==> src/rtl/edp_seq_pkg.sv <==
// edp_seq_pkg: shared encodings and Booth decode for the EDP multiply/divide sequencer.
package edp_seq_pkg;

    typedef enum logic [2:0] {
        AD_PASS = 3'd0,
        AD_ADD  = 3'd1,
        AD_SUB  = 3'd2,
        AD_ADD2 = 3'd3,
        AD_SUB2 = 3'd4
    } ad_func_t;

    typedef enum logic [1:0] {
        SH_NONE = 2'd0,
        SH_R2   = 2'd1,
        SH_L1   = 2'd2
    } shift_t;

    typedef enum logic [2:0] {
        IDLE      = 3'd0,
        MUL_STEP  = 3'd1,
        DIV_FIRST = 3'd2,
        DIV_STEP  = 3'd3,
        DIV_FIX   = 3'd4,
        DONE      = 3'd5
    } seq_state_t;

    // pat = {mq_34, mq_35, prev_bit}
    function automatic ad_func_t booth_dec(input logic [2:0] pat);
        case (pat)
            3'b001, 3'b010: return AD_ADD;
            3'b011:         return AD_ADD2;
            3'b100:         return AD_SUB2;
            3'b101, 3'b110: return AD_SUB;
            default:        return AD_PASS;
        endcase
    endfunction

endpackage

==> src/rtl/edp_booth_dec.sv <==
// edp_booth_dec: radix-4 Booth pair decoder, {mq_34, mq_35, prev_bit} to AD function.
module edp_booth_dec
    import edp_seq_pkg::*;
(
    input  logic [2:0] pat,
    output ad_func_t   func
);

    assign func = booth_dec(pat);

endmodule

==> src/rtl/edp_mul_div_seq.sv <==
// edp_mul_div_seq: step sequencer driving AD/shift/load controls for EDP multiply and divide.
module edp_mul_div_seq
    import edp_seq_pkg::*;
#(
    parameter int MUL_STEPS = 18,
    parameter int DIV_STEPS = 36,
    parameter int CTR_W     = 6
) (
    input  logic             clk_edp_h,
    input  logic             mr_reset_l,
    input  logic             start_mul_h,
    input  logic             start_div_h,
    input  logic             abort_h,
    input  logic             mq_34_h,
    input  logic             mq_35_h,
    input  logic             ad_00_h,
    output logic             busy_h,
    output logic             done_h,
    output logic             div_ovf_h,
    output ad_func_t         ad_func,
    output shift_t           shift_dir,
    output logic             load_h,
    output logic             q_bit_h,
    output logic [CTR_W-1:0] step_ctr
);

    seq_state_t       state, state_nx;
    logic [CTR_W-1:0] ctr_nx;
    logic             prev_bit, prev_nx, sign_reg, sign_nx, ovf_nx;
    ad_func_t         booth_func;

    edp_booth_dec u_booth_dec (
        .pat  ({mq_34_h, mq_35_h, prev_bit}),
        .func (booth_func)
    );

    always_ff @(posedge clk_edp_h or negedge mr_reset_l) begin
        if (!mr_reset_l) begin
            state     <= IDLE;
            step_ctr  <= '0;
            prev_bit  <= 1'b0;
            sign_reg  <= 1'b0;
            div_ovf_h <= 1'b0;
        end else begin
            state     <= state_nx;
            step_ctr  <= ctr_nx;
            prev_bit  <= prev_nx;
            sign_reg  <= sign_nx;
            div_ovf_h <= ovf_nx;
        end
    end

    always_comb begin
        state_nx  = state;
        ctr_nx    = step_ctr;
        prev_nx   = prev_bit;
        sign_nx   = sign_reg;
        ovf_nx    = div_ovf_h;
        busy_h    = state != IDLE;
        done_h    = 1'b0;
        ad_func   = AD_PASS;
        shift_dir = SH_NONE;
        load_h    = 1'b0;
        q_bit_h   = 1'b0;
        case (state)
            IDLE: begin
                if (start_mul_h) begin
                    state_nx = MUL_STEP;
                    ctr_nx   = CTR_W'(MUL_STEPS);
                    prev_nx  = 1'b0;
                    ovf_nx   = 1'b0;
                end else if (start_div_h) begin
                    state_nx = DIV_FIRST;
                    ovf_nx   = 1'b0;
                end
            end
            MUL_STEP: begin
                ad_func   = booth_func;
                shift_dir = SH_R2;
                load_h    = 1'b1;
                prev_nx   = mq_34_h;
                ctr_nx    = step_ctr - CTR_W'(1);
                state_nx  = (step_ctr == CTR_W'(1)) ? DONE : MUL_STEP;
            end
            DIV_FIRST: begin
                // trial subtract only: a non-negative result means the quotient cannot fit
                ad_func  = AD_SUB;
                state_nx = ad_00_h ? DIV_STEP : DONE;
                ovf_nx   = ~ad_00_h;
                ctr_nx   = ad_00_h ? CTR_W'(DIV_STEPS) : '0;
                sign_nx  = 1'b1;
            end
            DIV_STEP: begin
                ad_func   = sign_reg ? AD_ADD : AD_SUB;
                shift_dir = SH_L1;
                load_h    = 1'b1;
                q_bit_h   = ~ad_00_h;
                sign_nx   = ad_00_h;
                ctr_nx    = step_ctr - CTR_W'(1);
                state_nx  = (step_ctr == CTR_W'(1)) ? DIV_FIX : DIV_STEP;
            end
            DIV_FIX: begin
                ad_func  = sign_reg ? AD_ADD : AD_PASS;
                load_h   = sign_reg;
                state_nx = DONE;
            end
            DONE: begin
                done_h   = 1'b1;
                state_nx = IDLE;
            end
            default: state_nx = IDLE;
        endcase
        if (abort_h && state != IDLE) begin
            state_nx  = IDLE;
            ctr_nx    = '0;
            ovf_nx    = div_ovf_h;
            done_h    = 1'b0;
            ad_func   = AD_PASS;
            shift_dir = SH_NONE;
            load_h    = 1'b0;
            q_bit_h   = 1'b0;
        end
    end

endmodule
==> config.mk <==
export PLATFORM = sky130hd
export DESIGN_NAME = edp_mul_div_seq
export DESIGN_NICKNAME = d
export VERILOG_FILES = /design/src/rtl/edp_seq_pkg.sv /design/src/rtl/edp_booth_dec.sv /design/src/rtl/edp_mul_div_seq.sv
export SDC_FILE = /design/constraint.sdc
export NUM_CORES = 1
export LEC_CHECK = 0
export ABC_AREA = 1
export BUFFER_PORTS_ARGS = -buffer_cell sky130_fd_sc_hd__buf_4
export CORE_UTILIZATION = 45
export CTS_BUF_LIST = sky130_fd_sc_hd__clkbuf_4 sky130_fd_sc_hd__clkbuf_8
export DETAILED_ROUTE_END_ITERATION = 7
export PLACE_DENSITY = 0.81
export SLEW_MARGIN = 20
export SYNTH_ARGS = -nofsm -noshare
export SYNTH_HDL_FRONTEND = slang
export SYNTH_HIERARCHICAL = 1
export SYNTH_SLANG_ARGS = --single-unit
==> constraint.sdc <==
create_clock -name clk_edp_h -period 1.7 [get_ports clk_edp_h]
set_input_delay 0.085 -clock clk_edp_h [delete_from_list [all_inputs] [get_ports clk_edp_h]]
set_output_delay 0.085 -clock clk_edp_h [all_outputs]
set_load 0.05 [all_outputs]
# After elaboration in Yosys (flattened, before gate mapping)
# Index checks and enable logic that the tools add are counted.
dict set report word_totals {
  romBits 0
  input_bits 8
  memories 0
  word_cells 67
  ram_bits 0
  latchBits 0
  out_inout_bits 16
  register_bits 12
}
dict set report op_classes {
  n_reduce_logical 13
  n_mul 0
  add_sub_neg 1
  muxes 30
  eq_ne 16
  bitwise_logic 2
  n_div 0
  shifts 0
  order_cmp 0
}
# cell count
set op_table {}
lappend op_table {{$pmux W3 S4} 2}
lappend op_table {{$mux W3} 7}
lappend op_table {{$mux W6} 3}
lappend op_table {{$pmux W6 S3} 1}
lappend op_table {{$eq A3 B3 Y1 const B} 5}
lappend op_table {{$pmux W3 S5} 1}
lappend op_table {{$eq A3 B2 Y1 const B} 4}
lappend op_table {{$mux W1} 9}
lappend op_table {{$pmux W1 S2} 4}
lappend op_table {{$eq A3 B1 Y1 const B} 2}
lappend op_table {{$eq A6 B1 Y1 const B} 1}
lappend op_table {{$ne A3 B3 Y1 const B} 2}
lappend op_table {{$reduce_bool A2 Y1} 3}
lappend op_table {{$reduce_or A2 Y1} 3}
lappend op_table {{$sub A6 B1 Y6 const B} 1}
lappend op_table {{$mux W2} 2}
lappend op_table {{$ne A4 B4 Y1 const B} 1}
lappend op_table {{$pmux W2 S2} 1}
lappend op_table {{$reduce_and A2 Y1} 2}
lappend op_table {{$reduce_bool A4 Y1} 1}
lappend op_table {{$logic_not A3 Y1} 1}
lappend op_table {{$reduce_and A3 Y1} 1}
lappend op_table {{$reduce_bool A3 Y1} 1}
lappend op_table {{$ne A2 B2 Y1 const B} 1}
lappend op_table {{2 further kinds} 3}

# Logic depth before layout (Yosys ltp)
# Gate-level depths: netlist of the first run.
dict set report depth {
  depth_word 5
  ltp_mapped 8
}

# Cells and area by module
# The synthesis of the first run kept the hierarchy.
# module cells_each area_each_um2 instances
set by_module_without_submodules {}
lappend by_module_without_submodules {edp_mul_div_seq 120 858.3 1}
lappend by_module_without_submodules {edp_booth_dec 9 41.3 1}

# Least setup slack after synthesis of the first run
# OpenSTA, ideal clock, no wires.
dict set report synth_path {
  kind {register to output}
  from {register state[2]}
  to {output ad_func[2]}
  arrival_time_ns 1.935
  n_path_buf 0
  setup_slack_ns -0.320
  stages_incl_launch_ff 4
  cell_sequence {dfrtp_1 inv_2 nand3_1 nor3b_1}
}
dict set report synth_between {
  elab_chain_cells 3
}
# item line_no
set synth_rtl {}
lappend synth_rtl {{start: declaration} edp_mul_div_seq.sv:27} ;# seq_state_t state, state_nx;
lappend synth_rtl {{start signal: assignment} edp_mul_div_seq.sv:45} ;# state <= state_nx;
lappend synth_rtl {{$eq A3 B3 Y1 (tied with other cells)} edp_mul_div_seq.sv:65} ;# case (state)
lappend synth_rtl {{$pmux W3 S4 / $logic_and A1 B1 Y1 (equally long branches)} {edp_mul_div_seq.sv:65, edp_mul_div_seq.sv:113}}
lappend synth_rtl {{$mux W3 (*)} edp_mul_div_seq.sv:113} ;# if (abort_h && state != IDLE) begin
lappend synth_rtl {{end: declaration} edp_mul_div_seq.sv:20} ;# output ad_func_t ad_func,
# Every way passes the cells marked *; elsewhere a longest branch is shown, timed or not.

# Worst setup path after layout of the first run
dict set report layout_path {
  from {register state[1]}
  to {output ad_func[0]}
}
# The elaborated chain is that of the path after synthesis.

==> impl_results.md, run 1 <==
- Run status: complete, no violations
- Commonest cells post-synth: sky130_fd_sc_hd__nand2_1, sky130_fd_sc_hd__inv_1, sky130_fd_sc_hd__nand3_1
- Tightest Pin Transition: 0.3313 ns
- Proportion of netlist area held by the largest area contributor: between 30% and 40%
- Async set or reset register ratio after synthesis: 100.0%
- Crit-path max FO: 6
- Post-route clock period utilization: 95.16%
- RSZ-0062 raised after global routing: false
- Number of primary I/O pins: 24
- Via count of the first global-routing pass: 807
- First-pass GRT wire length: about 3.6 mm
- Clock tree from TritonCTS: yes
- Gr ovfl total: 0
- Yosys cell types: 24
- Clock Sink Count: 12
- Relative area change from synthesis to final layout: 29.62%
- Synth Flop Type: sky130_fd_sc_hd__dfrtp_1
- Drt first-iter violations: 42
- Clk buf depth: 2
- Min-delay worst type: input pin to flip-flop
- Cell row count: 15
- Syn_nets: 139
- Horizontal die dimension: 46.71 um
- Cells along the critical path: nor2_4 -> nand3_1 -> a31oi_2 -> buf_6
- H-Tree Depth: 1
- Highest achievable clock rate: slightly above 0.6 GHz
- Syn avg cell area: ~7.0 um2
- Starting density of the core: around half
- Leading cell types by total area after synthesis: sky130_fd_sc_hd__dfrtp_1, sky130_fd_sc_hd__nand2_1, sky130_fd_sc_hd__nand3_1, sky130_fd_sc_hd__inv_1, sky130_fd_sc_hd__nor2_1
- Maximum vdd drop: around 0.00095 V
- Yosys warning count: 6
- Clk pin slew, worst setup/hold paths: 0.08 ns
- Routed vias: 974
- Total Routing Usage GR: 23.80%
- Final critical path time including I/O delays and setup: around 1.6 ns
- Maximum cell stage delay along the critical path: 0.48 ns
- EDFF count, synth: 0
- Smallest hold slack: 0.1039 ns
- Met3 demand-to-capacity share in global routing: approximately 4.7%
- Hold Violations, Final: 0
- Layer with the highest usage: met2
- Worst Setup Start Kind: flip-flop
- Source-to-sink clock delay at the later pin of the worst-skew pair: 0.27 ns
- Routability Congestion: 0.8747
- Floorplan core area: 1802 um2
- Placed Cells incl. Taps: 176
- Required @ worst endpoint: 1.62 ns
- Master cell of the clock root buffer: sky130_fd_sc_hd__clkbuf_4
- Registers with the most flip-flops: step_ctr x6, state x3
- Instance count of the mapped netlist: 129
- Accumulated negative setup slack: 0 ns
- Wirelength per Cell: ~12 um
- Drt via density: 5.381
- Max-slew violation count: 0
- Final setup skew: 0.01001 ns
- Slowest cell on crit path: sky130_fd_sc_hd__dfrtp_1
- CP top delay family: flip-flops
- Met1 usage: 32.46%
- CP Capture Type: output pin
- Number of setup violations in the final report: 0
- Ant diodes: 0
- Leakage dissipation: 0.6039 nW
- HPWL after detailed placement: between 1.5 and 2 mm
- Net count of the finished layout: 168
- Largest net degree at the start of global routing: 13
- Power density normalized to cell area: 2129 nW/um2
- Detailed-routing iteration count for the pre-antenna-repair pass: 4
- Die Area: 2182 um2
- Inserted Clock Buffers: 3
- Util after Layout: 64.72%
- DP Worst Slack: around 0.29 ns
- Crit Path Class: flip-flop to output pin
- Library cell occupying the most area in the post-synthesis netlist: sky130_fd_sc_hd__dfrtp_1
- Number of synthesized register bits: 12
- Leading cell type by number of instances after synthesis: sky130_fd_sc_hd__nand2_1
- Final setup slack of the worst path: 0.08226 ns
- Slew HR: 77.91%
- Vert. Die Dim: between 40 and 50 um
- Netlist area before placement: 899.6 um2
- Final std cells w/o fill: 181
- Max-cap violation count: 0
- Number of nets still failing antenna checks after routing: 0
- Critical Path AT: 1.53 ns
- Count of unresolved DRC violations after routing: 0
- # port buffers: 23
- Antenna violations before repair: 0
- Met2 GRT Util: 36.94%
- Total wire length: roughly 2.2 mm
- Share of synthesized area occupied by flip-flops and latches: 33.38%
- Share of cells above drive strength 1: roughly 29%
- Worst Path Buf+Inv: 1
- Largest register FFs: 6
- Register with the highest flop count: step_ctr
## stage by stage
| step | cell area, um2 | power (mW) |
|---|---|---|
| CTS | 1151 | 2.450 |
| floorplan | 924.6 | 1.858 |
| finish | 1166 | 2.483 |
| global placement | 1117 | 2.221 |
| global route | 1166 | 2.674 |
| detailed placement | 1117 | 2.252 |
## power breakdown
part	switching, mW	total, mW	internal, mW
Sequential	0.170	0.576	0.406
Clock	0.0931	0.175	0.0819
Combinational	1.19	1.73	0.544
Total	1.45	2.48	1.03
## routing by layer
metal	wire length, um	vias to the layer above	share of wire, %
met2	1063	37	48
met5	0	-	0
met1	996	454	45
li1	-	476	-
met3	117	7	5.3
met4	43	0	1.9
## logic make-up after synthesis
group                      Yosys count  synth area share (%)
AOI/OAI and AO/OA                   15                 9.596
xor gates and xnor gates             2                 1.948
adders and majority gates            2                 2.781
buffers and inverters               21                 9.596
and+or+nand+nor                     77                 42.70
DFF                                 12                 33.38
## worst register-to-register path: stages, from the launching register on
cell	delay, ns
sky130_fd_sc_hd__dfrtp_1	0.48
sky130_fd_sc_hd__nor2_4	0.22
sky130_fd_sc_hd__buf_4	0.15
sky130_fd_sc_hd__nand2_4	0.04
sky130_fd_sc_hd__nand2_1	0.14
sky130_fd_sc_hd__nand3_1	0.14
sky130_fd_sc_hd__nand2_1	0.08
sky130_fd_sc_hd__o21ai_1	0.06
## what timing repair did
| item | in CTS | in global routing |
|---|---|---|
| buffers inserted | 0 | 1 |
| hold buffers | 1 | 0 |
| hold endpoints to repair | 12 | 0 |
| gates resized for setup | 1 | 3 |
| pin swaps | 0 | 1 |
| setup endpoints to repair | 3 | 6 |
## placed cells by master, fill, tap and decap left out, types with 2 or more instances in the layout
master                     Yosys  routed
sky130_fd_sc_hd__nand2_1      32      32
sky130_fd_sc_hd__buf_4         0      23
sky130_fd_sc_hd__inv_1        18      18
sky130_fd_sc_hd__nand3_1      17      17
sky130_fd_sc_hd__nor2_1       11      11
sky130_fd_sc_hd__dfrtp_1      12      10
sky130_fd_sc_hd__a21oi_1       6       5
sky130_fd_sc_hd__nand4_1       4       4
sky130_fd_sc_hd__nor2_4        3       3
sky130_fd_sc_hd__nand2_4       3       3
sky130_fd_sc_hd__o21ai_1       3       3
sky130_fd_sc_hd__clkbuf_4      0       3
sky130_fd_sc_hd__a21oi_2       1       2
sky130_fd_sc_hd__nor3_2        0       2
sky130_fd_sc_hd__xor2_1        2       2
sky130_fd_sc_hd__ha_1          2       2
sky130_fd_sc_hd__dfrtp_2       0       2
## area by class of cell
type                       instances  area (um2)
fill                             164       635.6
multi-input combinational         96       538.0
inverter                          20       77.57
sequential                        12       302.8
tap                               25       31.28
clock buffer                       3       22.52
timing repair buffer              25       193.9
## worst paths after layout
kind / start / to / slack [ns] / cells past startpoint
min in group asynchronous: mr_reset_l / state[1]$_DFFE_PN0P_ / 0.19 / 2
max reg2reg: state[1]$_DFFE_PN0P_ / div_ovf_h$_DFFE_PN0P_ / 0.29 / 7
min: mq_34_h / prev_bit$_DFFE_PN0P_ / 0.10 / 3
max in group asynchronous: mr_reset_l / state[0]$_DFFE_PN0P_ / 1.34 / 2
max: state[1]$_DFFE_PN0P_ / ad_func[0] / 0.08 / 4
min reg2reg: div_ovf_h$_DFFE_PN0P_ / div_ovf_h$_DFFE_PN0P_ / 0.53 / 2
Note: power is estimated with default switching activity, not from simulation.
==> run 2: changes to the inputs <==
--- a/config.mk
+++ b/config.mk
@@ -7,10 +7,10 @@
 export LEC_CHECK = 0
 export ABC_AREA = 1
 export BUFFER_PORTS_ARGS = -buffer_cell sky130_fd_sc_hd__buf_4
-export CORE_UTILIZATION = 45
+export CORE_UTILIZATION = 53
 export CTS_BUF_LIST = sky130_fd_sc_hd__clkbuf_4 sky130_fd_sc_hd__clkbuf_8
 export DETAILED_ROUTE_END_ITERATION = 7
-export PLACE_DENSITY = 0.81
+export PLACE_DENSITY = 0.91
 export SLEW_MARGIN = 20
 export SYNTH_ARGS = -nofsm -noshare
 export SYNTH_HDL_FRONTEND = slang
==> run 2 against run 1 <==
Net effect: cell area increased by 0.86%; via count increased by 5.0%; non-clock buffer count unchanged; worst hold slack got worse by 0.028 ns; wire length increased by 14%; global-route usage increased by 4.8 points; sequential cell count unchanged; sequential power increased by 3%.
==> impl_results.md, run 2 (synthesized netlist as in run 1, its figures left out) <==
- Run status: complete, no violations
- Worst Setup Start Kind: flip-flop
- First-pass GRT wire length: 3.801 mm
- Final critical path time including I/O delays and setup: approximately 1.7 ns
- Critical Path AT: 1.59 ns
- Launch point of the worst hold path: ad_00_h
- Registers with the most flip-flops: step_ctr x6, state x3
- Clk pin slew, worst setup/hold paths: ~0.090 ns
- Maximum cell stage delay along the critical path: 0.48 ns
- Total Routing Usage GR: 28.57%
- Relative area change from synthesis to final layout: 30.74%
- Source-to-sink clock delay at the later pin of the worst-skew pair: between 0.2 and 0.3 ns
- Clock Sink Count: 12
- Largest net degree at the start of global routing: 13
- Largest register FFs: 6
- Worst Path Buf+Inv: 2
- Register with the highest flop count: step_ctr
- Max-cap violation count: 0
- Drt first-iter violations: 79
- Gr ovfl total: 0
- Vert. Die Dim: around 43 um
- Cell row count: 14
- Cell internal pwr: 1.085 mW
- Ant diodes: 0
- Drt via density: approximately 5.9
- Count of unresolved DRC violations after routing: 0
- Logic depth of the worst register-to-register path: 7
- Starting density of the core: 58.36%
- Share of cells above drive strength 1: 30.57%
- Switching power as a share of total power: 58.56%
- Util after Layout: around 76%
- Via count of the first global-routing pass: between 800 and 900
- Power density normalized to cell area: 2226 nW/um2
- Number of primary I/O pins: 24
- DP Worst Slack: 0.2904 ns
- Net count of the finished layout: 168
- Sequential group share of total power: roughly 23%
- Most frequent cells in the layout: sky130_fd_sc_hd__nand2_1, sky130_fd_sc_hd__buf_4, sky130_fd_sc_hd__inv_1
- # port buffers: 23
- Hold EP: sign_reg$_DFFE_PN0P_
- Number of setup violations in the final report: 0
- Layout filler cell count: 101
- Number of cells traversed by the worst hold path: 3
- Clock tree from TritonCTS: yes
- Routability Congestion: 0.9673
- Total wire length: 2.536 mm
- H-Tree Depth: 1
- Switching Power: 1.533 mW
- Final setup slack of the worst path: between 0.02 and 0.03 ns
- Post-route clock period utilization: 98.40%
- Detailed-routing iteration count for the pre-antenna-repair pass: 4
- Tightest Pin Transition: 0.3497 ns
- CP Capture Type: output pin
- Master cell of the clock root buffer: sky130_fd_sc_hd__clkbuf_4
- Required @ worst endpoint: 1.62 ns
- Maximum vdd drop: 0.001478 V
- Final setup skew: approximately 0.01 ns
- Die Area: 1866 um2
- Gate power share: 67.8%
- Clock network fraction of total power: 9.4%
- Worst reg2reg setup slack: 0.27 ns
- Most common cell after layout, fill and taps aside: sky130_fd_sc_hd__nand2_1
- Smallest hold slack: 0.07594 ns
- Horizontal die dimension: 43.20 um
- Antenna violations before repair: 0
- Slowest cell on crit path: sky130_fd_sc_hd__dfrtp_2
- Number of nets still failing antenna checks after routing: 0
- Min-delay worst type: input pin to flip-flop
- Inserted Clock Buffers: 3
- Startpoint of the most critical register-to-register path: state[0]$_DFFE_PN0P_
- Clk buf depth: 2
- Hold Violations, Final: 0
- Crit-path max FO: 9
- Highest achievable clock rate: 0.5978 GHz
- RR Endpoint: div_ovf_h$_DFFE_PN0P_
- Floorplan core area: 1541 um2
- Crit Path Class: flip-flop to output pin
- Cells along the critical path: inv_6 -> nand2_4 -> nor2_4 -> a21oi_1 -> a21oi_2 -> buf_6
- Wirelength per Cell: 14.66 um
- Leakage dissipation: 0.6115 nW
- HPWL after detailed placement: around 1.8 mm
- Slew HR: 76.69%
- Routed vias: 1023
- Max-slew violation count: 0
- Accumulated negative setup slack: 0 ns
- CP top delay family: flip-flops
run 2: cell count changes in the layout (fill, tap and decap cells not counted), sizes merged:
| cell | delta |
|---|---|
| clkbuf | +1 |
run 2: power by group through the flow:
stage | combinational [mW] | clock [mW] | sequential, mW
6_report | 1.78 | 0.247 | 0.595
5_1_grt | 1.89 | 0.257 | 0.608
3_5_place_dp | 1.70 | 0 | 0.578
3_3_place_gp | 1.66 | 0 | 0.566
2_1_floorplan | 1.13 | 0 | 0.729
4_1_cts | 1.71 | 0.245 | 0.579
run 2: area by class of cell:
type | instances | area (um2) | area share (%)
Inverter | 20 | 80.08 | 6.808
Clock buffer | 4 | 36.28 | 3.085
Tap cell | 16 | 20.02 | 1.702
Sequential cell | 12 | 304.0 | 25.85
Multi-Input combinational cell | 96 | 538.0 | 45.74
Timing Repair Buffer | 25 | 197.7 | 16.81
run 2: worst max path at each step:
| stage | start | end | slack [ns] | cells after the start |
|---|---|---|---|---|
| finish | state[2]$_DFFE_PN0P_ | ad_func[1] | 0.03 | 6 |
| global route | prev_bit$_DFFE_PN0P_ | ad_func[1] | -0.007 | 6 |
| CTS | state[2]$_DFFE_PN0P_ | q_bit_h | 0.02 | 6 |
| detailed placement | state[0]$_DFFE_PN0P_ | q_bit_h | 0.29 | 5 |
| global placement | state[0]$_DFFE_PN0P_ | ad_func[0] | 0.35 | 4 |
| floorplan | state[0]$_DFFE_PN0P_ | load_h | 0.03 | 4 |
run 2: routing by layer:
metal | vias up | part of all wire [%] | track usage, %
met1 | 462 | 40 | 38.56
met4 | 0 | 2.2 | 12.73
met5 | - | 0 | 0
met2 | 75 | 46 | 42.69
met3 | 6 | 12 | 7.234
li1 | 480 | - | -
run 2: through the flow:
stage | power (mW) | instance area [um2] | std cells
4_1_cts | 2.536 | 1156 | 172
3_3_place_gp | 2.221 | 1106 | 167
6_report | 2.618 | 1176 | 173
2_1_floorplan | 1.858 | 924.6 | 129
3_5_place_dp | 2.279 | 1106 | 167
5_1_grt | 2.757 | 1176 | 173
run 2: worst register-to-register path, stage by stage, from the launching register on:
cell,delay (ns)
sky130_fd_sc_hd__dfrtp_2,0.50
sky130_fd_sc_hd__nor2_4,0.19
sky130_fd_sc_hd__buf_4,0.15
sky130_fd_sc_hd__nand2_4,0.05
sky130_fd_sc_hd__nand2_1,0.14
sky130_fd_sc_hd__nand3_1,0.15
sky130_fd_sc_hd__nand2_1,0.08
sky130_fd_sc_hd__o21ai_1,0.06
run 2: timing repair:
item | CTS | global route
hold endpoints to repair | 12 | 0
setup endpoints to repair | 5 | 6
gates resized for setup | 2 | 5
cloned | 0 | 0
setup buffers | 0 | 1
pin swaps | 0 | 1
hold buffers | 1 | 0
